### config.mk
export PLATFORM = sky130hd
export DESIGN_NAME = lsq_v2_flat
export DESIGN_NICKNAME = d
export VERILOG_FILES = /design/src/rtl/lsq_v2_if.sv /design/src/rtl/lsq_v2.sv /design/src/flat_wrapper.sv
export SDC_FILE = /design/constraint.sdc
export NUM_CORES = 2
export LEC_CHECK = 0
export ABC_AREA = 1
export CELL_PAD_IN_SITES_DETAIL_PLACEMENT = 0
export CELL_PAD_IN_SITES_GLOBAL_PLACEMENT = 1
export CORE_UTILIZATION = 52
export CTS_BUF_LIST = sky130_fd_sc_hd__clkbuf_4 sky130_fd_sc_hd__clkbuf_8
export DETAILED_ROUTE_END_ITERATION = 12
export PLACE_DENSITY_LB_ADDON = 0.1
export SYNTH_ARGS = -nofsm -noshare
export SYNTH_HDL_FRONTEND = slang
export SYNTH_SLANG_ARGS = --single-unit
### constraint.sdc
create_clock -name clk -period 13.6 [get_ports clk]
set_input_delay 2.72 -clock clk [delete_from_list [all_inputs] [get_ports clk]]
set_output_delay 2.72 -clock clk [all_outputs]
set_load 0.05 [all_outputs]
### src/rtl/lsq_v2_if.sv
// Load/store queue bundle: dispatch allocation, ROB commit/flush, scratchpad bus, CDB and occupancy.
interface lsq_v2_if #(
  parameter int XLEN     = 32,
  parameter int LQ_DEPTH = 8,
  parameter int SQ_DEPTH = 8,
  parameter int TAG_W    = 6
);
  logic                          alloc_valid;
  logic                          alloc_ready;
  logic                          alloc_is_load;
  logic [1:0]                    alloc_size;
  logic [XLEN-1:0]               alloc_addr;
  logic [XLEN-1:0]               alloc_wdata;
  logic [TAG_W-1:0]              alloc_tag;
  logic                          commit_store;
  logic                          flush;
  logic                          mem_req_valid;
  logic                          mem_req_ready;
  logic                          mem_we;
  logic [XLEN-1:0]               mem_addr;
  logic [XLEN-1:0]               mem_wdata;
  logic [XLEN/8-1:0]             mem_be;
  logic                          mem_rsp_valid;
  logic [XLEN-1:0]               mem_rdata;
  logic                          mem_rsp_err;
  logic                          cdb_valid;
  logic [TAG_W-1:0]              cdb_tag;
  logic [XLEN-1:0]               cdb_data;
  logic                          cdb_exc;
  logic [$clog2(LQ_DEPTH):0]     lq_count;
  logic [$clog2(SQ_DEPTH):0]     sq_count;

  modport slave (
    input  alloc_valid, alloc_is_load, alloc_size, alloc_addr, alloc_wdata, alloc_tag,
    input  commit_store, flush, mem_req_ready, mem_rsp_valid, mem_rdata, mem_rsp_err,
    output alloc_ready, mem_req_valid, mem_we, mem_addr, mem_wdata, mem_be,
    output cdb_valid, cdb_tag, cdb_data, cdb_exc, lq_count, sq_count
  );

  modport master (
    output alloc_valid, alloc_is_load, alloc_size, alloc_addr, alloc_wdata, alloc_tag,
    output commit_store, flush, mem_req_ready, mem_rsp_valid, mem_rdata, mem_rsp_err,
    input  alloc_ready, mem_req_valid, mem_we, mem_addr, mem_wdata, mem_be,
    input  cdb_valid, cdb_tag, cdb_data, cdb_exc, lq_count, sq_count
  );
endinterface

### src/rtl/lsq_v2.sv
// In-order load/store queue with byte-enable accesses, store-to-load forwarding,
// committed-store drain and branch flush over a single-outstanding scratchpad bus.
module lsq_v2 #(
  parameter int XLEN     = 32,
  parameter int LQ_DEPTH = 8,
  parameter int SQ_DEPTH = 8,
  parameter int TAG_W    = 6
) (
  input  logic    clk,
  input  logic    reset,
  lsq_v2_if.slave bus
);
  localparam int NB = XLEN / 8;
  localparam int OW = $clog2(NB);
  localparam int LA = $clog2(LQ_DEPTH);
  localparam int SA = $clog2(SQ_DEPTH);

  typedef enum logic [2:0] {S_IDLE, S_ST_REQ, S_ST_RSP, S_LD_REQ, S_LD_RSP} state_t;

  function automatic logic [NB-1:0] lane_be(input logic [1:0] size, input logic [OW-1:0] off);
    logic [2*NB-1:0] m;
    case (size)
      2'd0:    m = (2*NB)'(1);
      2'd1:    m = (2*NB)'(3);
      default: m = (2*NB)'(15);
    endcase
    m = m << off;
    return m[NB-1:0];
  endfunction

  function automatic logic misaligned(input logic [1:0] size, input logic [1:0] lo);
    return (size == 2'd3) || (size == 2'd1 && lo[0]) || (size == 2'd2 && lo != 2'b00);
  endfunction

  // Shift the addressed lane down and zero-extend to the access size.
  function automatic logic [XLEN-1:0] lane_extract(input logic [XLEN-1:0] data,
                                                   input logic [1:0] size,
                                                   input logic [OW-1:0] off);
    logic [XLEN-1:0] sh;
    sh = data >> {off, 3'b000};
    case (size)
      2'd0:    return XLEN'(sh[7:0]);
      2'd1:    return XLEN'(sh[15:0]);
      default: return XLEN'(sh[31:0]);
    endcase
  endfunction

  state_t state_q, state_d;
  logic [LA:0] lq_head_q, lq_head_d, lq_tail_q, lq_tail_d;
  logic [SA:0] sq_head_q, sq_head_d, sq_tail_q, sq_tail_d, sq_cmt_q, sq_cmt_d;
  logic        mem_req_valid_q, mem_req_valid_d, mem_we_q, mem_we_d;
  logic        cdb_valid_q, cdb_valid_d, cdb_exc_q, cdb_exc_d, ld_kill_q, ld_kill_d;
  logic [XLEN-1:0]  mem_addr_q, mem_addr_d, mem_wdata_q, mem_wdata_d, cdb_data_q, cdb_data_d;
  logic [NB-1:0]    mem_be_q, mem_be_d;
  logic [TAG_W-1:0] cdb_tag_q, cdb_tag_d;

  logic [XLEN-1:0]  lq_addr_q [LQ_DEPTH];
  logic [1:0]       lq_size_q [LQ_DEPTH];
  logic [TAG_W-1:0] lq_tag_q  [LQ_DEPTH];
  logic             lq_exc_q  [LQ_DEPTH];
  logic [SA:0]      lq_fence_q[LQ_DEPTH];
  logic [XLEN-1:0]  sq_addr_q [SQ_DEPTH];
  logic [1:0]       sq_size_q [SQ_DEPTH];
  logic [XLEN-1:0]  sq_data_q [SQ_DEPTH];
  logic             sq_exc_q  [SQ_DEPTH];

  logic lq_full, sq_full, alloc_fire, lq_push, sq_push;
  logic [LA-1:0] lh;
  logic [SA-1:0] sh, fwd_idx;
  logic [SA:0]   older, fwd_ptr;
  logic [NB-1:0] ld_be, fwd_be;
  logic          fwd_hit, fwd_full;
  logic [XLEN-1:0] fwd_data;

  assign lq_full         = (lq_tail_q - lq_head_q) == (LA+1)'(LQ_DEPTH);
  assign sq_full         = (sq_tail_q - sq_head_q) == (SA+1)'(SQ_DEPTH);
  assign bus.alloc_ready = bus.alloc_is_load ? !lq_full : !sq_full;
  assign alloc_fire      = bus.alloc_valid && bus.alloc_ready && !bus.flush;
  assign lq_push         = alloc_fire && bus.alloc_is_load;
  assign sq_push         = alloc_fire && !bus.alloc_is_load;
  assign lh              = lq_head_q[LA-1:0];
  assign sh              = sq_head_q[SA-1:0];

  // Youngest older store to the same word with any byte overlap decides forwarding.
  always_comb begin
    ld_be   = lane_be(lq_size_q[lh], lq_addr_q[lh][OW-1:0]);
    older   = lq_fence_q[lh] - sq_head_q;
    fwd_hit = 1'b0;
    fwd_idx = '0;
    fwd_ptr = '0;
    if (older > (SA+1)'(SQ_DEPTH)) older = '0;
    for (int k = 0; k < SQ_DEPTH; k++) begin
      fwd_ptr = sq_head_q + (SA+1)'(k);
      if ((SA+1)'(k) < older && !sq_exc_q[fwd_ptr[SA-1:0]] &&
          sq_addr_q[fwd_ptr[SA-1:0]][XLEN-1:OW] == lq_addr_q[lh][XLEN-1:OW] &&
          (lane_be(sq_size_q[fwd_ptr[SA-1:0]], sq_addr_q[fwd_ptr[SA-1:0]][OW-1:0]) & ld_be) != '0) begin
        fwd_hit = 1'b1;
        fwd_idx = fwd_ptr[SA-1:0];
      end
    end
    fwd_be   = lane_be(sq_size_q[fwd_idx], sq_addr_q[fwd_idx][OW-1:0]);
    fwd_full = fwd_hit && ((ld_be & ~fwd_be) == '0);
    fwd_data = lane_extract(lane_extract(sq_data_q[fwd_idx], sq_size_q[fwd_idx], '0)
                              << {sq_addr_q[fwd_idx][OW-1:0], 3'b000},
                            lq_size_q[lh], lq_addr_q[lh][OW-1:0]);
  end

  always_comb begin
    state_d         = state_q;
    lq_head_d       = lq_head_q;
    lq_tail_d       = lq_tail_q + (lq_push ? (LA+1)'(1) : '0);
    sq_head_d       = sq_head_q;
    sq_tail_d       = sq_tail_q + (sq_push ? (SA+1)'(1) : '0);
    sq_cmt_d        = sq_cmt_q;
    mem_req_valid_d = mem_req_valid_q;
    mem_we_d        = mem_we_q;
    mem_addr_d      = mem_addr_q;
    mem_wdata_d     = mem_wdata_q;
    mem_be_d        = mem_be_q;
    cdb_valid_d     = 1'b0;
    cdb_exc_d       = 1'b0;
    cdb_tag_d       = cdb_tag_q;
    cdb_data_d      = cdb_data_q;
    ld_kill_d       = ld_kill_q;
    if (bus.commit_store && sq_cmt_q != sq_tail_q) sq_cmt_d = sq_cmt_q + 1'b1;
    case (state_q)
      S_IDLE: begin
        if (sq_head_q != sq_cmt_q) begin
          if (sq_exc_q[sh]) begin
            sq_head_d = sq_head_q + 1'b1;
          end else begin
            state_d         = S_ST_REQ;
            mem_req_valid_d = 1'b1;
            mem_we_d        = 1'b1;
            mem_addr_d      = {sq_addr_q[sh][XLEN-1:OW], {OW{1'b0}}};
            mem_wdata_d     = lane_extract(sq_data_q[sh], sq_size_q[sh], '0)
                                << {sq_addr_q[sh][OW-1:0], 3'b000};
            mem_be_d        = lane_be(sq_size_q[sh], sq_addr_q[sh][OW-1:0]);
          end
        end else if (lq_head_q != lq_tail_q && !bus.flush) begin
          cdb_tag_d = lq_tag_q[lh];
          if (lq_exc_q[lh]) begin
            cdb_valid_d = 1'b1;
            cdb_exc_d   = 1'b1;
            cdb_data_d  = '0;
            lq_head_d   = lq_head_q + 1'b1;
          end else if (fwd_full) begin
            cdb_valid_d = 1'b1;
            cdb_data_d  = fwd_data;
            lq_head_d   = lq_head_q + 1'b1;
          end else if (!fwd_hit) begin
            state_d         = S_LD_REQ;
            mem_req_valid_d = 1'b1;
            mem_we_d        = 1'b0;
            mem_addr_d      = {lq_addr_q[lh][XLEN-1:OW], {OW{1'b0}}};
            mem_be_d        = ld_be;
            ld_kill_d       = 1'b0;
          end
        end
      end
      S_ST_REQ, S_LD_REQ: begin
        if (bus.mem_req_ready) begin
          mem_req_valid_d = 1'b0;
          state_d         = (state_q == S_ST_REQ) ? S_ST_RSP : S_LD_RSP;
        end
      end
      S_ST_RSP: begin
        if (bus.mem_rsp_valid) begin
          sq_head_d = sq_head_q + 1'b1;
          state_d   = S_IDLE;
        end
      end
      S_LD_RSP: begin
        if (bus.mem_rsp_valid) begin
          state_d = S_IDLE;
          if (!ld_kill_q && !bus.flush) begin
            cdb_valid_d = 1'b1;
            cdb_tag_d   = lq_tag_q[lh];
            cdb_exc_d   = bus.mem_rsp_err;
            cdb_data_d  = bus.mem_rsp_err ? '0 :
                          lane_extract(bus.mem_rdata, lq_size_q[lh], lq_addr_q[lh][OW-1:0]);
            lq_head_d   = lq_head_q + 1'b1;
          end
        end
      end
      default: state_d = S_IDLE;
    endcase
    // Flush: the in-flight load still finishes on the bus, but its result is dropped.
    if (bus.flush) begin
      lq_tail_d = lq_head_d;
      sq_tail_d = sq_cmt_d;
      if (state_q == S_LD_REQ || state_q == S_LD_RSP) ld_kill_d = 1'b1;
    end
  end

  always_ff @(posedge clk or posedge reset) begin
    if (reset) begin
      state_q         <= S_IDLE;
      lq_head_q       <= '0;
      lq_tail_q       <= '0;
      sq_head_q       <= '0;
      sq_tail_q       <= '0;
      sq_cmt_q        <= '0;
      mem_req_valid_q <= 1'b0;
      mem_we_q        <= 1'b0;
      cdb_valid_q     <= 1'b0;
      cdb_exc_q       <= 1'b0;
      ld_kill_q       <= 1'b0;
    end else begin
      state_q         <= state_d;
      lq_head_q       <= lq_head_d;
      lq_tail_q       <= lq_tail_d;
      sq_head_q       <= sq_head_d;
      sq_tail_q       <= sq_tail_d;
      sq_cmt_q        <= sq_cmt_d;
      mem_req_valid_q <= mem_req_valid_d;
      mem_we_q        <= mem_we_d;
      cdb_valid_q     <= cdb_valid_d;
      cdb_exc_q       <= cdb_exc_d;
      ld_kill_q       <= ld_kill_d;
    end
  end

  always_ff @(posedge clk) begin
    mem_addr_q  <= mem_addr_d;
    mem_wdata_q <= mem_wdata_d;
    mem_be_q    <= mem_be_d;
    cdb_tag_q   <= cdb_tag_d;
    cdb_data_q  <= cdb_data_d;
    if (lq_push) begin
      lq_addr_q[lq_tail_q[LA-1:0]]  <= bus.alloc_addr;
      lq_size_q[lq_tail_q[LA-1:0]]  <= bus.alloc_size;
      lq_tag_q[lq_tail_q[LA-1:0]]   <= bus.alloc_tag;
      lq_exc_q[lq_tail_q[LA-1:0]]   <= misaligned(bus.alloc_size, bus.alloc_addr[1:0]);
      lq_fence_q[lq_tail_q[LA-1:0]] <= sq_tail_q;
    end
    if (sq_push) begin
      sq_addr_q[sq_tail_q[SA-1:0]] <= bus.alloc_addr;
      sq_size_q[sq_tail_q[SA-1:0]] <= bus.alloc_size;
      sq_data_q[sq_tail_q[SA-1:0]] <= bus.alloc_wdata;
      sq_exc_q[sq_tail_q[SA-1:0]]  <= misaligned(bus.alloc_size, bus.alloc_addr[1:0]);
    end
  end

  assign bus.mem_req_valid = mem_req_valid_q;
  assign bus.mem_we        = mem_we_q;
  assign bus.mem_addr      = mem_addr_q;
  assign bus.mem_wdata     = mem_wdata_q;
  assign bus.mem_be        = mem_be_q;
  assign bus.cdb_valid     = cdb_valid_q;
  assign bus.cdb_tag       = cdb_tag_q;
  assign bus.cdb_data      = cdb_data_q;
  assign bus.cdb_exc       = cdb_exc_q;
  assign bus.lq_count      = lq_tail_q - lq_head_q;
  assign bus.sq_count      = sq_tail_q - sq_head_q;
endmodule
### src/flat_wrapper.sv
// flat-port wrapper written by rule: the top's interface ports become plain ports
module lsq_v2_flat 
#(
  parameter int XLEN     = 32,
  parameter int LQ_DEPTH = 8,
  parameter int SQ_DEPTH = 8,
  parameter int TAG_W    = 6
)
  (clk, reset, bus_alloc_valid, bus_alloc_is_load, bus_alloc_size, bus_alloc_addr, bus_alloc_wdata, bus_alloc_tag, bus_commit_store, bus_flush, bus_mem_req_ready, bus_mem_rsp_valid, bus_mem_rdata, bus_mem_rsp_err, bus_alloc_ready, bus_mem_req_valid, bus_mem_we, bus_mem_addr, bus_mem_wdata, bus_mem_be, bus_cdb_valid, bus_cdb_tag, bus_cdb_data, bus_cdb_exc, bus_lq_count, bus_sq_count);
  lsq_v2_if #(.XLEN(XLEN), .LQ_DEPTH(LQ_DEPTH), .SQ_DEPTH(SQ_DEPTH), .TAG_W(TAG_W)) bus_i ();
  input  logic clk;
  input  logic reset;
  input wire logic [$bits(bus_i.alloc_valid)-1:0] bus_alloc_valid;
  input wire logic [$bits(bus_i.alloc_is_load)-1:0] bus_alloc_is_load;
  input wire logic [$bits(bus_i.alloc_size)-1:0] bus_alloc_size;
  input wire logic [$bits(bus_i.alloc_addr)-1:0] bus_alloc_addr;
  input wire logic [$bits(bus_i.alloc_wdata)-1:0] bus_alloc_wdata;
  input wire logic [$bits(bus_i.alloc_tag)-1:0] bus_alloc_tag;
  input wire logic [$bits(bus_i.commit_store)-1:0] bus_commit_store;
  input wire logic [$bits(bus_i.flush)-1:0] bus_flush;
  input wire logic [$bits(bus_i.mem_req_ready)-1:0] bus_mem_req_ready;
  input wire logic [$bits(bus_i.mem_rsp_valid)-1:0] bus_mem_rsp_valid;
  input wire logic [$bits(bus_i.mem_rdata)-1:0] bus_mem_rdata;
  input wire logic [$bits(bus_i.mem_rsp_err)-1:0] bus_mem_rsp_err;
  output wire logic [$bits(bus_i.alloc_ready)-1:0] bus_alloc_ready;
  output wire logic [$bits(bus_i.mem_req_valid)-1:0] bus_mem_req_valid;
  output wire logic [$bits(bus_i.mem_we)-1:0] bus_mem_we;
  output wire logic [$bits(bus_i.mem_addr)-1:0] bus_mem_addr;
  output wire logic [$bits(bus_i.mem_wdata)-1:0] bus_mem_wdata;
  output wire logic [$bits(bus_i.mem_be)-1:0] bus_mem_be;
  output wire logic [$bits(bus_i.cdb_valid)-1:0] bus_cdb_valid;
  output wire logic [$bits(bus_i.cdb_tag)-1:0] bus_cdb_tag;
  output wire logic [$bits(bus_i.cdb_data)-1:0] bus_cdb_data;
  output wire logic [$bits(bus_i.cdb_exc)-1:0] bus_cdb_exc;
  output wire logic [$bits(bus_i.lq_count)-1:0] bus_lq_count;
  output wire logic [$bits(bus_i.sq_count)-1:0] bus_sq_count;
  assign bus_i.alloc_valid = bus_alloc_valid;
  assign bus_i.alloc_is_load = bus_alloc_is_load;
  assign bus_i.alloc_size = bus_alloc_size;
  assign bus_i.alloc_addr = bus_alloc_addr;
  assign bus_i.alloc_wdata = bus_alloc_wdata;
  assign bus_i.alloc_tag = bus_alloc_tag;
  assign bus_i.commit_store = bus_commit_store;
  assign bus_i.flush = bus_flush;
  assign bus_i.mem_req_ready = bus_mem_req_ready;
  assign bus_i.mem_rsp_valid = bus_mem_rsp_valid;
  assign bus_i.mem_rdata = bus_mem_rdata;
  assign bus_i.mem_rsp_err = bus_mem_rsp_err;
  assign bus_alloc_ready = bus_i.alloc_ready;
  assign bus_mem_req_valid = bus_i.mem_req_valid;
  assign bus_mem_we = bus_i.mem_we;
  assign bus_mem_addr = bus_i.mem_addr;
  assign bus_mem_wdata = bus_i.mem_wdata;
  assign bus_mem_be = bus_i.mem_be;
  assign bus_cdb_valid = bus_i.cdb_valid;
  assign bus_cdb_tag = bus_i.cdb_tag;
  assign bus_cdb_data = bus_i.cdb_data;
  assign bus_cdb_exc = bus_i.cdb_exc;
  assign bus_lq_count = bus_i.lq_count;
  assign bus_sq_count = bus_i.sq_count;
  lsq_v2 #(.XLEN(XLEN), .LQ_DEPTH(LQ_DEPTH), .SQ_DEPTH(SQ_DEPTH), .TAG_W(TAG_W)) u_core (.clk(clk), .reset(reset), .bus(bus_i));
endmodule
==> impl_metrics.env <==
export IMPL_synth_cell_types=58
export IMPL_tightestPinTransition_ns=1.17
export IMPL_dp_hpwl_microns=149000
export IMPL_rr_worst_depth=34
export IMPL_hold_violations=0
export IMPL_finalPower_mw=19.2
export IMPL_critPathCaptureType="register"
export IMPL_ys_seq_area_share_pct=51.7
export IMPL_place_congestion=1.05
export IMPL_rows=123
export IMPL_crit_type="register to register"
export IMPL_arrival_ns=9.49
export IMPL_period_minus_slack_ns=8.99
export IMPL_clk_latency_ns=0.91
export IMPL_grt_pass1_wl_microns=324000
export IMPL_fill_cells=10200
export IMPL_drc=0
export IMPL_core_sq_mm=0.113
export IMPL_slew_viol_final=0
export IMPL_post_drt_wl_per_cell_microns=24.2
export IMPL_hold_depth=2
export IMPL_io_buffers=229
export IMPL_postRouteWirelength_microns=223000
export IMPL_rsz0062_at_grt="false"
export IMPL_p_per_area_mw_per_mm2=290
export IMPL_cts_clk_slew_worst_paths_ns=0.06
export IMPL_htree_levels=4
export IMPL_grt_total_usage_pct=37.8
export IMPL_area_growth_pct=11.2
export IMPL_vias=55200
export IMPL_max_stage_delay_ns=0.75
export IMPL_syn_avg_cell_area_sq_um=7.95
export IMPL_finalSetupViolCount=0
export IMPL_status="complete, no violations"
export IMPL_start_util_pct=52.7
export IMPL_multi_input_area_sq_mm=0.0249
export IMPL_cts_hold_buf=0
export IMPL_layout_nets=7686
export IMPL_layout_drive_gt1_share_pct=5.91
export IMPL_crit_path_max_fanout=90
export IMPL_mostFrequentLayoutCell="nand2_1"
export IMPL_async_flop_share_pct=2.72
export IMPL_synth_seq_cells=1028
export IMPL_finalSetupTns_ns=0
export IMPL_chipWidth_microns=340
export IMPL_cts_tree="built"
export IMPL_post_place_ws_ns=4.95
export IMPL_ctsResizeCount=0
export IMPL_viasPerCell=6.00
export IMPL_required_ns=14.10
export IMPL_cts_buffers=173
export IMPL_postCtsSetupBuffers=0
export IMPL_dr_pass1_iters=8
export IMPL_ff_latch_area_sq_mm=0.0308
export IMPL_clock_path_buffers=3
export IMPL_cap_violations=0
export IMPL_cpMostUsedCell="nand2_1"
export IMPL_layout_common_cells="nand2_1 (2843), nand3_1 (1130), edfxtp_1 (1000), inv_1 (492), o21ai_0 (465)"
export IMPL_cts_root_buffer="clkbuf_8"
export IMPL_grt_max_degree=148
export IMPL_synth_cells=7483
export IMPL_antenna_found_initial=21
export IMPL_skew_ns=0.0494
export IMPL_gr_total_overflow=0
export IMPL_rrSetupSlack_ns=4.61
export IMPL_synth_edf_count=1000
export IMPL_antenna_left=0
export IMPL_finalCoreUtilization_pct=58.5
export IMPL_grt_pass1_vias=49500
export IMPL_io_pins=232
export IMPL_cts_sinks=1028
export IMPL_fmax_mhz=111
export IMPL_netlist_area_sq_mm=0.0595
export IMPL_yosysWarningCount=0
export IMPL_p_leak_nw=28.0
export IMPL_synth_ff_type="edfxtp_1"
export IMPL_drtIter0Drc=8259
export IMPL_hold_path_class="register to register"
export IMPL_slowest_stage="buf_4"
export IMPL_finalCritPeriodShare_pct=66.1
export IMPL_ir_worst_vdd_mv=0.358
export IMPL_die_h_microns=340
export IMPL_relSlewSlack_pct=21.5
export IMPL_setup_ws_ns=4.61
export IMPL_cp_start_kind="register"
export IMPL_dieArea_sq_mm=0.116
through the flow:
stage	instance area, sq um	std cells	hold slack (ns)
6_report	66100	9206	0.532
5_1_grt	66100	9202	0.558
4_1_cts	66100	9193	0.527
3_5_place_dp	62400	8877	0.510
3_3_place_gp	62400	8876	0.497
2_1_floorplan	59500	7484	0.464
layer usage:
metal	GRT usage (%)	up-vias	wire length, microns
met5	0	-	47
met4	12.2	6	6610
met3	9.79	429	29800
met2	53.6	3550	92900
met1	56.0	25900	93400
li1	-	25300	-
worst max-delay path, delay by kind of cell (launching register included):
family,cells,cell delay [ns]
AOI/OAI and AO/OA,3,0.68
adders and majority gates,1,0.24
buffers and inverters,9,3.52
DFF,1,0.60
and+or+nand+nor,21,3.35
layout make-up:
class	count	share of cell area [%]
sequential	1028	46.5
clock buffer	217	4.12
multi-input combinational	5523	37.6
antenna	13	0.0492
clock inverter	99	1.44
tap	1500	2.84
timing repair buffer	317	4.52
inverter	509	2.93
report_power, final:
part / switching [mW] / internal [mW] / total [mW]
clock: 1.37 / 1.62 / 3.00
combinational: 8.98 / 3.05 / 12.0
sequential: 0.236 / 3.89 / 4.13
synth_stat cells, types with 46 or more instances:
master / count / share of area (%)
clkbuf_1: 127 / 0.80
edfxtp_1: 1000 / 50
nand2_1: 2847 / 18
buf_4: 71 / 0.90
o22ai_1: 46 / 0.48
inv_1: 494 / 3.1
nor2_1: 419 / 2.6
nand3_1: 1130 / 9.5
o211ai_1: 47 / 0.59
buf_2: 172 / 1.4
o21ai_1: 51 / 0.43
o21ai_0: 465 / 3.9
a21oi_1: 198 / 1.7
cell families (layout without fill, tap and decap cells):
| kind of cell | after synthesis | in the layout | synth area share (%) |
|---|---|---|---|
| AO/OA/AOI/OAI | 906 | 906 | 8.37 |
| XOR/XNOR | 69 | 69 | 1.06 |
| adder cells (fa/ha/maj) | 21 | 21 | 0.480 |
| buffers and inverters | 933 | 1142 | 6.90 |
| flip-flops | 1028 | 1028 | 51.7 |
| multiplexers | 4 | 4 | 0.0673 |
| other | 1 | 15 | 0.00630 |
| AND/OR/NAND/NOR | 4521 | 4521 | 31.5 |
sequential cells by signal, indices dropped and copies added, names as in the netlist, 3 cells and up:
name                  flops
u_core.lq_fence_q        32
u_core.bus.mem_be         4
u_core.lq_tail_q          4
u_core.bus.mem_addr      30
u_core.lq_addr_q        256
u_core.sq_tail_q          4
u_core.bus.cdb_data      32
u_core.sq_data_q        256
u_core.lq_tag_q          48
u_core.sq_cmt_q           4
u_core.lq_size_q         16
u_core.state_q            3
u_core.sq_head_q          4
u_core.lq_head_q          4
u_core.sq_size_q         16
u_core.bus.cdb_tag        6
u_core.sq_exc_q           8
u_core.sq_addr_q        256
u_core.lq_exc_q           8
u_core.bus.mem_wdata     32
path summary, 6_finish.rpt:
kind,from,end
min in group asynchronous,reset,u_core.bus.cdb_valid$_DFF_PP0_
min,u_core.ld_kill_q$_DFF_PP0_,u_core.ld_kill_q$_DFF_PP0_
max in group asynchronous,reset,u_core.sq_head_q[1]$_DFFE_PP0P_
max,u_core.sq_head_q[0]$_DFFE_PP0P_,u_core.bus.cdb_data[5]$_DFFE_PP_
min reg2reg,u_core.ld_kill_q$_DFF_PP0_,u_core.ld_kill_q$_DFF_PP0_
max reg2reg,u_core.sq_head_q[0]$_DFFE_PP0P_,u_core.bus.cdb_data[5]$_DFFE_PP_
Power figures use the tool's default switching activity.
